<file path="config.mk">
export PLATFORM = sky130hd
export DESIGN_NAME = cgra_job_sched
export DESIGN_NICKNAME = d
export VERILOG_FILES = /design/src/rtl/cgra_job_sched.sv
export SDC_FILE = /design/constraint.sdc
export NUM_CORES = 1
export LEC_CHECK = 0
export CORE_MARGIN = 2
export CORE_UTILIZATION = 54
export CTS_CLUSTER_SIZE = 14
export DETAILED_ROUTE_END_ITERATION = 8
export GPL_TIMING_DRIVEN = 0
export HOLD_SLACK_MARGIN = 0.1
export MAX_ROUTING_LAYER = met4
export PLACE_DENSITY_LB_ADDON = 0.2
export SYNTH_ARGS = -nofsm -noshare
export SYNTH_HDL_FRONTEND = slang
export SYNTH_SLANG_ARGS = --single-unit
</file>
<file path="constraint.sdc">
create_clock -name Clk -period 2.1 [get_ports Clk]
set_input_delay 0.21 -clock Clk [delete_from_list [all_inputs] [get_ports Clk]]
set_output_delay 0.21 -clock Clk [all_outputs]
set_load 0.02 [all_outputs]
</file>
<file path="src/rtl/cgra_job_sched.sv">
// cgra_job_sched: queues CGRA kernel jobs and runs them one at a time through the
// cgra4x3 base-address BRAM word and the Computation_Start/Done handshake.
module cgra_job_sched #(
    parameter int                    SYS_DWIDTH = 32,
    parameter int                    BYTE_LEN   = 4,
    parameter int                    QDEPTH     = 4,
    parameter int                    ID_W       = 8,
    parameter logic [SYS_DWIDTH-1:0] CFG_ADDR   = '0
) (
    input  logic                  Clk,
    input  logic                  Rst,
    input  logic                  Job_Valid,
    output logic                  Job_Ready,
    input  logic [SYS_DWIDTH-1:0] Job_Addr,
    input  logic [ID_W-1:0]       Job_Id,
    input  logic [15:0]           Timeout_Limit,
    output logic                  Cfg_En,
    output logic [BYTE_LEN-1:0]   Cfg_Wen,
    output logic [SYS_DWIDTH-1:0] Cfg_Addr,
    output logic [SYS_DWIDTH-1:0] Cfg_Data,
    output logic                  Computation_Start,
    input  logic                  Computation_Done,
    output logic                  Rpt_Valid,
    output logic [ID_W-1:0]       Rpt_Id,
    output logic                  Rpt_Timeout,
    output logic [15:0]           Jobs_Done,
    output logic                  Busy
);

    localparam int             PTR_W    = (QDEPTH > 1) ? $clog2(QDEPTH) : 1;
    localparam logic [PTR_W:0] FULL_CNT = (PTR_W + 1)'(QDEPTH);
    localparam logic [PTR_W:0] CNT_ONE  = (PTR_W + 1)'(1);

    typedef enum logic [2:0] {
        S_IDLE,
        S_CFG,
        S_WAITLO,
        S_RUN,
        S_DRAIN,
        S_RPT
    } state_t;

    state_t state, next_state;

    logic [SYS_DWIDTH-1:0] fifo_addr [QDEPTH];
    logic [ID_W-1:0]       fifo_id   [QDEPTH];
    logic [PTR_W-1:0]      wr_ptr, rd_ptr;
    logic [PTR_W:0]        count, next_count;
    logic                  push, pop;

    logic [ID_W-1:0] job_id;
    logic            timeout_flag;
    logic            timeout_hit;
    logic [15:0]     timer;
    logic            cfg_en_d, start_d, rpt_valid_d;

    // Job_Ready is already the registered !full, so a full FIFO never takes a push
    assign push = Job_Valid && Job_Ready;
    assign pop  = (state == S_IDLE) && (count != '0);
    assign Busy = (state != S_IDLE) || (count != '0);

    always_comb begin
        next_count = count;
        if (push && !pop) begin
            next_count = count + CNT_ONE;
        end else if (pop && !push) begin
            next_count = count - CNT_ONE;
        end
    end

    always_ff @(posedge Clk) begin
        if (push) begin
            fifo_addr[wr_ptr] <= Job_Addr;
            fifo_id[wr_ptr]   <= Job_Id;
        end
    end

    always_ff @(posedge Clk) begin
        if (Rst) begin
            state <= S_IDLE;
        end else begin
            state <= next_state;
        end
    end

    // A done in the same RUN cycle as the timeout boundary takes priority
    always_comb begin
        next_state  = state;
        timeout_hit = 1'b0;
        case (state)
            S_IDLE:   if (count != '0) next_state = S_CFG;
            S_CFG:    next_state = S_WAITLO;
            S_WAITLO: if (!Computation_Done) next_state = S_RUN;
            S_RUN: begin
                if (Computation_Done) begin
                    next_state = S_DRAIN;
                end else if ((Timeout_Limit != 16'd0) && (timer == Timeout_Limit - 16'd1)) begin
                    next_state  = S_DRAIN;
                    timeout_hit = 1'b1;
                end
            end
            S_DRAIN:  if (!Computation_Done) next_state = S_RPT;
            S_RPT:    next_state = S_IDLE;
            default:  next_state = S_IDLE;
        endcase
    end

    always_comb begin
        cfg_en_d    = (next_state == S_CFG);
        start_d     = (next_state == S_RUN);
        rpt_valid_d = (next_state == S_RPT);
    end

    // Outputs are registered from the next-state decode so they line up with the state
    always_ff @(posedge Clk) begin
        if (Rst) begin
            count             <= '0;
            wr_ptr            <= '0;
            rd_ptr            <= '0;
            Job_Ready         <= 1'b1;
            job_id            <= '0;
            timeout_flag      <= 1'b0;
            timer             <= 16'd0;
            Cfg_En            <= 1'b0;
            Cfg_Wen           <= '0;
            Cfg_Addr          <= '0;
            Cfg_Data          <= '0;
            Computation_Start <= 1'b0;
            Rpt_Valid         <= 1'b0;
            Rpt_Id            <= '0;
            Rpt_Timeout       <= 1'b0;
            Jobs_Done         <= 16'd0;
        end else begin
            count     <= next_count;
            Job_Ready <= (next_count != FULL_CNT);
            if (push) begin
                wr_ptr <= wr_ptr + PTR_W'(1);
            end
            if (pop) begin
                rd_ptr       <= rd_ptr + PTR_W'(1);
                job_id       <= fifo_id[rd_ptr];
                timeout_flag <= 1'b0;
            end else if (timeout_hit) begin
                timeout_flag <= 1'b1;
            end
            if (state == S_WAITLO) begin
                timer <= 16'd0;
            end else if (state == S_RUN) begin
                timer <= timer + 16'd1;
            end
            Cfg_En            <= cfg_en_d;
            Cfg_Wen           <= cfg_en_d ? '1 : '0;
            Cfg_Addr          <= cfg_en_d ? CFG_ADDR : '0;
            Cfg_Data          <= cfg_en_d ? fifo_addr[rd_ptr] : '0;
            Computation_Start <= start_d;
            Rpt_Valid         <= rpt_valid_d;
            Rpt_Timeout       <= rpt_valid_d && timeout_flag;
            if (rpt_valid_d) begin
                Rpt_Id    <= job_id;
                Jobs_Done <= Jobs_Done + 16'd1;
            end
        end
    end

endmodule
</file>
# Word-level counts from Yosys, hierarchy flattened
# Memories as Yosys holds them, arrays and structs flattened. A register that Yosys moved wholly into a read port is not among the register bits.
# Cells that the tools add are included.
# word_totals
mem_bits_rw,160
reg_bits,60
n_memories,2
wordCells,63
inputBits,60
# mem_list
name,depth,word_bits,read_ports,rd_ports_with_merged_regs,write_ports,line,text
fifo_addr,4,32,1,1,1,45,logic [SYS_DWIDTH-1:0] fifo_addr [QDEPTH];
fifo_id,4,8,1,1,1,46,logic [ID_W-1:0] fifo_id [QDEPTH];
# classes
reduce_logical,16
n_eq_ne,9
mux,14
addsub,7
bitwise,1
# op_table
operator,count
adder 16 x 1 -> 16 bit (second input constant),2
2-to-1 mux 3 bit,7
== test 16 bit,1
nonzero test 16 bit,1
subtractor 16 x 1 -> 16 bit (second input constant),1
one-hot mux 3 bit (5 select lines),1
== test 3 x 2 -> 1 bit (second input constant),3
== test 3 x 1 -> 1 bit (second input constant),2
== test 3 bit (second input constant),2
logical AND 1 bit,6
nonzero test 3 bit,2
OR reduction 2 bit,3
2-to-1 mux 1 bit,5
adder 2 x 1 -> 2 bit (second input constant),2
2-to-1 mux 4 bit,1
adder 3 x 1 -> 3 bit (second input constant),1
logical NOT 3 bit,1
inequality test 3 bit (second input constant),1
subtractor 3 x 1 -> 3 bit (second input constant),1
logical NOT 1 bit,2
logical OR 1 bit,1
inverter 1 bit,1

# Depth between registers and ports, before layout
# Gate-level depths: netlist of the first run.
# logic_depth
ltp_word,9
ltp_mapped,10

# Worst setup path before layout of the first run
# Ideal clock, no wire load.
# synth_path
kind,reg2reg
startpoint,register Job_Ready
endpoint,"memory fifo_addr[0][0], enable pin"
slack_ns,0.116
t_arrival_ns,1.583
setup_ns,0.401
path_stages_with_launch,2
synth_period_minus_slack_ns,1.984
cell_sequence,dfxtp_1 > and3_1
# synth_via
elab_chain_len,3
# synth_lines
element,line,text
"start, declared",13,"output logic Job_Ready,"
"start signal, assigned",135,Job_Ready <= (next_count != FULL_CNT);
logical AND 1 bit,58,assign push = Job_Valid && Job_Ready;
2-to-1 mux 1 bit,72,if (push) begin
2-to-1 mux 1 bit (not written as such),73,fifo_addr[wr_ptr] <= Job_Addr;
"end, declared",45,
# No other way between the ends.

# Worst setup path in the final report of the first run
# layout_path
startpoint,input Timeout_Limit[9]
endpoint,register state[0]
# layout_via
elab_chain_len,6
word_cells_on_any_way,7
# layout_lines
element,line,text
"start, declared",16,"input logic [15:0] Timeout_Limit,"
subtractor 16 x 1 -> 16 bit,97,end else if ((Timeout_Limit != 16'd0) && (timer == Timeout_Limit - 16'd1)) begin
== test 16 bit,97,
logical AND 1 bit (*),97,
2-to-1 mux 3 bit (*),97,
2-to-1 mux 3 bit (*),95,if (Computation_Done) begin
one-hot mux 3 bit (5 select lines) (*),90,case (state)
"end signal, assigned",82,state <= next_state;
"end, declared",43,"state_t state, next_state;"
# Mark *: on every way between the ends. The rest lies on a longest branch, timed or not.
# A chain may end at the register's enable or synchronous reset.

==> results of run 1 <==
==> sequential cells by signal, summed over array words and instances (netlist names), 2 cells and up <==
register and count:
Cfg_Data 32, job_id 8, fifo_id 32, Jobs_Done 16, count 3, fifo_addr 128, rd_ptr 2, state 3
Rpt_Id 8, wr_ptr 2, timer 16
==> power groups by stage <==
| stage | combinational, mW | sequential (mW) | clock (mW) |
|---|---|---|---|
| after floorplan | 1.94 | 6.54 | 0 |
| after global placement | 3.27 | 6.33 | 0 |
| after global routing | 3.70 | 6.31 | 5.67 |
| after CTS | 3.42 | 6.25 | 5.46 |
| final | 3.41 | 6.25 | 5.37 |
| after detailed placement | 3.40 | 6.35 | 0 |
==> what timing repair did <==
action                                 in CTS  in global routing
pin swaps                                   2                  6
endpoints found under the hold margin       0                  0
setup endpoints to repair                  36                 37
setup buffers                               0                  5
hold buffers                                0                  0
gates resized for setup                     6                 26
==> per-layer routing <==
metal	track usage	wire [µm]	part of all wire
met1	0.254	8360	0.42
met2	0.353	10200	0.51
met3	0.0402	1200	0.060
met4	0.0474	286	0.014
met5	-	0	0
==> stage by stage <==
stage | TNS [ns] | hold slack (ns) | power [mW] | utilization | setup WS, ns
floorplan | 0 | 0.309 | 8.48 | - | 0.116
global placement | -150.30 | 0.436 | 9.60 | 0.639 | -0.917
detailed placement | -7.17 | 0.445 | 9.75 | 0.643 | -0.627
CTS | 0 | 0.296 | 15.1 | 0.700 | 0.00535
global route | -0.385 | 0.310 | 15.7 | 0.705 | -0.0941
finish | -0.00189 | 0.323 | 15.0 | 0.705 | -0.00189
==> path summary, 6_finish.rpt <==
check                                       from              end  slack [ns]  depth (start not counted)
worst min register to register         job_id[6]        Rpt_Id[6]        0.45                          2
worst min-delay path                 Job_Addr[9]  fifo_addr[0][9]        0.32                          1
worst max-delay path            Timeout_Limit[9]         state[0]      -0.002                          8
worst max register to register          count[1]        Job_Ready        0.14                          9
==> area by class of cell <==
type	count	area (µm²)
fill	1252	5490
clock inverter	18	322
buffer	68	443
timing repair buffer	133	1370
sequential	256	6730
inverter	7	26.3
tap	234	293
multi-input combinational	424	3250
clock buffer	30	717
==> layout by cell type, fill, tap and decap left out, types with 28 or more instances in the layout <==
master | Yosys | routed
nor2_1 | 49 | 48
xor2_1 | 29 | 29
buf_4 | 39 | 44
edfxtp_1 | 160 | 160
conb_1 | 1 | 32
nand2_1 | 66 | 66
mux4_2 | 40 | 40
dfxtp_1 | 96 | 95
clkdlybuf4s50_1 | 0 | 119
and2_1 | 33 | 33
a21oi_1 | 29 | 28
==> cell families after synthesis <==
family / synth area share
AND/OR/NAND/NOR: 0.120
AO/OA/AOI/OAI: 0.0328
adder cells (fa/ha/maj): 0.0134
other: 0.000366
flip-flops: 0.656
XOR/XNOR: 0.0427
buffers and inverters: 0.0444
multiplexers: 0.0909
==> impl_metrics.py, run 1 <==
metrics = {
    "run_status": {
        "outcome": "complete, but fails checks",
        "violations": "setup timing",
    },
    "run": {
        "cap_violations": 0,
    },
    "global_routing": {
        "grt_antenna_before_repair": 0,
        "grt_overflow": 0,
        "gr-usage-all-layers": 0.205,
        "grt_max_degree": 24,
        "grt_pass1_wl_um": 31700,
        "grt_pass1_vias": 6233,
    },
    "cts": {
        "cts-root-buf": "clkbuf_16",
        "cts_tree": "done",
        "cts.sinks": 256,
        "ctsHtreeMaxLevel": 1,
        "clk_latency_ns": 0.52,
        "cts_buffers": 26,
        "clk_transition_reported_paths_ns": 0.06,
        "clk_path_buf_depth": 3,
    },
    "setup_path": {
        "crit_required_ns": 2.53,
        "path_buf_inv": 1,
        "endpoint_kind": "flop",
        "cpMostUsedCell": "nor3_1",
        "crit_family": "simple AND/OR/NAND/NOR gates",
        "path_max_fanout": 6,
        "arrival_ns": 2.54,
        "cp_slowest_cell": "clkdlybuf4s50_1",
        "slowest_delay_ns": 0.51,
        "startpoint_type": "input port",
        "critPathKind": "input port to flop",
        "crit_chain": "clkdlybuf4s50_1 -> nor3_1 -> nand3_1 -> nor3_1 -> nor4b_2 -> a311oi_2 -> nor3b_4 -> a311oi_1",
    },
    "sta": {
        "timing_hold_violations_final": 0,
        "finalSetupViolCount": 1,
        "fmax_mhz": 476,
        "period_needed_ns": 2.10,
        "final-max-slew-violation-count": 0,
        "fin_skew_ns": 0.0177,
        "relSlewSlack": 0.562,
        "finalCritPeriodShare": 1.00,
        "worst_slack_ns": -0.00189,
        "tightest_slew_ns": 0.657,
    },
    "synthesis": {
        "syn_area_per_cell_um2": 14.1,
        "yosysSeqAreaShare": 0.656,
        "synth_edf_count": 160,
        "synthTopCellsByCount": "edfxtp_1, dfxtp_1, nand2_1, nor2_1, mux4_2",
        "synth.distinct_cells": 57,
        "yosysWarnings": 0,
        "synth_area_leader_cell": "edfxtp_1",
        "synth_top_area_frac": 0.468,
        "synth.area.top_cells": "edfxtp_1, dfxtp_1, mux4_2",
        "syn_area_um2": 10300,
        "synth_most_common_cell": "edfxtp_1",
        "ys_ff_latch": 256,
        "ys.flop_type": "edfxtp_1",
        "async_flop_share": 0,
        "syn_inst": 725,
    },
    "power": {
        "sw_frac_of_total": 0.258,
        "ir_drop_mv": 0.834,
        "p_int_mw": 11.2,
        "power_frac_clock": 0.357,
        "p_sw_mw": 3.88,
        "pwr-share-seq": 0.416,
        "p_leak_nw": 4.69,
        "pwr-share-comb": 0.227,
        "power_density_nw_per_um2": 1140,
    },
    "placement": {
        "dp_hpwl_um": 13300,
        "placed_area_um2": 12000,
        "dp.cells": 1118,
        "io_buffer_count": 124,
        "place_congestion": 0.822,
    },
    "routing": {
        "drc": 0,
        "wl_per_cell_um": 17.1,
        "via_per_inst": 5.32,
        "first_iter_violations": 268,
        "drt-total-wl_um": 20000,
        "num_vias": 6223,
        "antenna_left": 0,
        "dr.pass1.iters": 5,
    },
    "cells_and_area": {
        "final_nets": 987,
        "num_antenna_cells": 0,
        "area_delta_synth_final_pct": 28.2,
        "drive_gt1_frac": 0.186,
        "fin_area_um2": 13200,
        "fin_cells": 1170,
    },
    "floorplanning": {
        "num_rows": 50,
        "die_h_um": 142,
        "die_width_um": 142,
        "dieArea_um2": 20100,
        "start_util": 0.550,
        "core_area_um2": 18600,
        "io_pins": 158,
    },
    "min_path": {
        "worstHoldPathType": "input port to flop",
    },
}
No activity file was read; power rests on OpenSTA's default activity.
==> inputs of run 2 (changes only) <==
--- a/config.mk
+++ b/config.mk
@@ -13,6 +13,7 @@
 export HOLD_SLACK_MARGIN = 0.1
 export MAX_ROUTING_LAYER = met4
 export PLACE_DENSITY_LB_ADDON = 0.2
+export RECOVER_POWER = 50
 export SYNTH_ARGS = -nofsm -noshare
 export SYNTH_HDL_FRONTEND = slang
 export SYNTH_SLANG_ARGS = --single-unit
==> impl_metrics.py, run 2 (same netlist as run 1, synthesis figures left out) <==
metrics = {
    "placement": {
        "dp_hpwl_um": 13300,
        "placed_area_um2": 12000,
        "io_buffer_count": 124,
        "dp.cells": 1118,
        "place_congestion": 0.822,
    },
    "sta": {
        "timing_hold_violations_final": 0,
        "finalSetupViolCount": 3,
        "tightest_slew_ns": 0.683,
        "final-max-slew-violation-count": 0,
        "period_needed_ns": 2.12,
        "finalCritPeriodShare": 1.01,
        "relSlewSlack": 0.544,
        "whs_ns": 0.397,
        "fmax_mhz": 472,
        "worst_slack_ns": -0.0184,
        "fin_skew_ns": 0.0176,
        "fin_tns_setup_ns": -0.0349,
    },
    "setup_path": {
        "crit_required_ns": 2.53,
        "endpoint_kind": "flop",
        "path_max_fanout": 6,
        "cp_slowest_cell": "clkdlybuf4s50_1",
        "rr_startpoint": "state[2]",
        "arrival_ns": 2.55,
        "reg2reg_to": "timer[12]",
        "cp.depth": 8,
        "crit_chain": "clkdlybuf4s50_1 -> nor3_1 -> nand3_1 -> nor3_1 -> nor4b_2 -> a311oi_2 -> nor3b_4 -> a311oi_1",
        "worst_r2r_path_depth": 7,
        "startpoint_type": "input port",
        "critical_path.startpoint": "Timeout_Limit[9]",
        "crit_path_end": "state[0]",
        "rrSetupSlack_ns": 0.16,
        "critPathKind": "input port to flop",
        "crit_family": "simple AND/OR/NAND/NOR gates",
        "slowest_delay_ns": 0.51,
        "path_buf_inv": 1,
        "cpMostUsedCell": "nor3_1",
    },
    "power": {
        "p_leak_nw": 4.70,
        "power_frac_clock": 0.358,
        "power_density_nw_per_um2": 1140,
        "sw_frac_of_total": 0.258,
        "pwr-share-seq": 0.417,
        "ir_drop_mv": 0.825,
        "pwr-share-comb": 0.225,
        "p_sw_mw": 3.87,
        "p_int_mw": 11.1,
        "power_mw": 15.0,
    },
    "cts": {
        "clk_path_buf_depth": 3,
        "ctsHtreeMaxLevel": 1,
        "cts-root-buf": "clkbuf_16",
        "hold_buffers": 0,
        "cts_buffers": 26,
        "clk_transition_reported_paths_ns": 0.06,
        "cts.sinks": 256,
        "clk_latency_ns": 0.52,
        "cts_tree": "done",
    },
    "run_status": {
        "violations": "setup timing",
        "outcome": "complete, but fails checks",
    },
    "cells_and_area": {
        "fin_cells": 1174,
        "fin_area_um2": 13200,
        "largest_reg_flops": 128,
        "top_register": "fifo_addr",
        "drive_gt1_frac": 0.185,
        "reg_top3": "fifo_addr: 128 flops, Cfg_Data: 32 flops, fifo_id: 32 flops",
        "layout_common_cells": "edfxtp_1, dfxtp_1, clkdlybuf4s50_1",
        "layout_commonest_cell": "edfxtp_1",
        "final_nets": 987,
        "area_delta_synth_final_pct": 28.3,
    },
    "global_routing": {
        "grt_overflow": 0,
        "grt_pass1_wl_um": 31700,
        "grt_pass1_vias": 6233,
        "gr-usage-all-layers": 0.205,
        "grt_antenna_before_repair": 4,
        "grt_max_degree": 24,
    },
    "routing": {
        "via_per_inst": 5.32,
        "first_iter_violations": 287,
        "drt-total-wl_um": 20100,
        "dr.pass1.iters": 5,
        "num_vias": 6240,
        "wl_per_cell_um": 17.1,
        "drc": 0,
        "antenna_left": 0,
    },
    "floorplanning": {
        "io_pins": 158,
        "start_util": 0.550,
        "die_h_um": 142,
        "dieArea_um2": 20100,
        "num_rows": 50,
        "core_area_um2": 18600,
        "die_width_um": 142,
    },
    "min_path": {
        "worstHoldPathType": "input port to flop",
    },
    "run": {
        "cap_violations": 0,
    },
}
-- run 2: cell types whose count changed in the layout (fill, tap and decap cells not counted) --
cell,previous run,this run
clkdlybuf4s50_1,119,76
dlygate4sd3_1,0,43
diode_2,0,4
and2_0,0,1
and2_1,33,32
buf_4,44,43
clkbuf_1,14,15
-- run 2: worst register-to-register path, cell delays in order (launching register included) --
cell and delay (ns):
dfxtp_1 0.32, buf_2 0.18, and3b_1 0.22, buf_4 0.13
nand2_1 0.11, or3_4 0.43, or3_1 0.36, a21oi_1 0.14
-- run 2: layout make-up --
type,count,area (µm²)
clock buffers,30,717
plain buffers,68,439
flip-flops and latches,256,6730
inverters,7,26.3
clock inverters,18,322
diodes,4,10.0
fillers,1250,5490
multi-input cells,424,3250
well taps,234,293
repair buffers,133,1370
-- run 2: timing repair --
action,4_1_cts,5_1_grt
buffers inserted,0,5
endpoints found under the setup margin,36,37
pin swaps,2,6
resized for setup,6,26
hold endpoints to repair,0,0
-- run 2: metal layers --
| layer | vias up | track usage | part of all wire |
|---|---|---|---|
| li1 | 2971 | - | - |
| met1 | 3047 | 0.254 | 0.42 |
| met2 | 192 | 0.353 | 0.51 |
| met3 | 30 | 0.0402 | 0.059 |
| met4 | 0 | 0.0474 | 0.014 |
| met5 | - | - | 0 |
-- run 2: per-stage QoR --
stage	utilization	worst slack (ns)
after floorplan	-	0.116
after global placement	0.639	-0.917
after CTS	0.700	0.00535
after detailed placement	0.643	-0.627
final	0.706	-0.0184
after global routing	0.706	-0.0941
-- run 2: power groups by stage --
stage | clock network, mW | logic, mW | registers, mW
floorplan | 0 | 1.94 | 6.54
global placement | 0 | 3.27 | 6.33
detailed placement | 0 | 3.40 | 6.35
CTS | 5.46 | 3.42 | 6.25
global route | 5.67 | 3.69 | 6.31
finish | 5.37 | 3.38 | 6.25
-- run 2: worst min path at each step --
| stage | endpoint | slack (ns) | depth (start not counted) | start |
|---|---|---|---|---|
| floorplan | fifo_addr[0][0] | 0.31 | 0 | Job_Addr[0] |
| CTS | fifo_addr[2][5] | 0.30 | 1 | Job_Addr[5] |
| finish | fifo_addr[0][9] | 0.40 | 1 | Job_Addr[9] |
| global route | fifo_addr[2][1] | 0.38 | 1 | Job_Addr[1] |
| detailed placement | Rpt_Id[6] | 0.44 | 2 | job_id[6] |
| global placement | Rpt_Id[6] | 0.44 | 2 | job_id[6] |
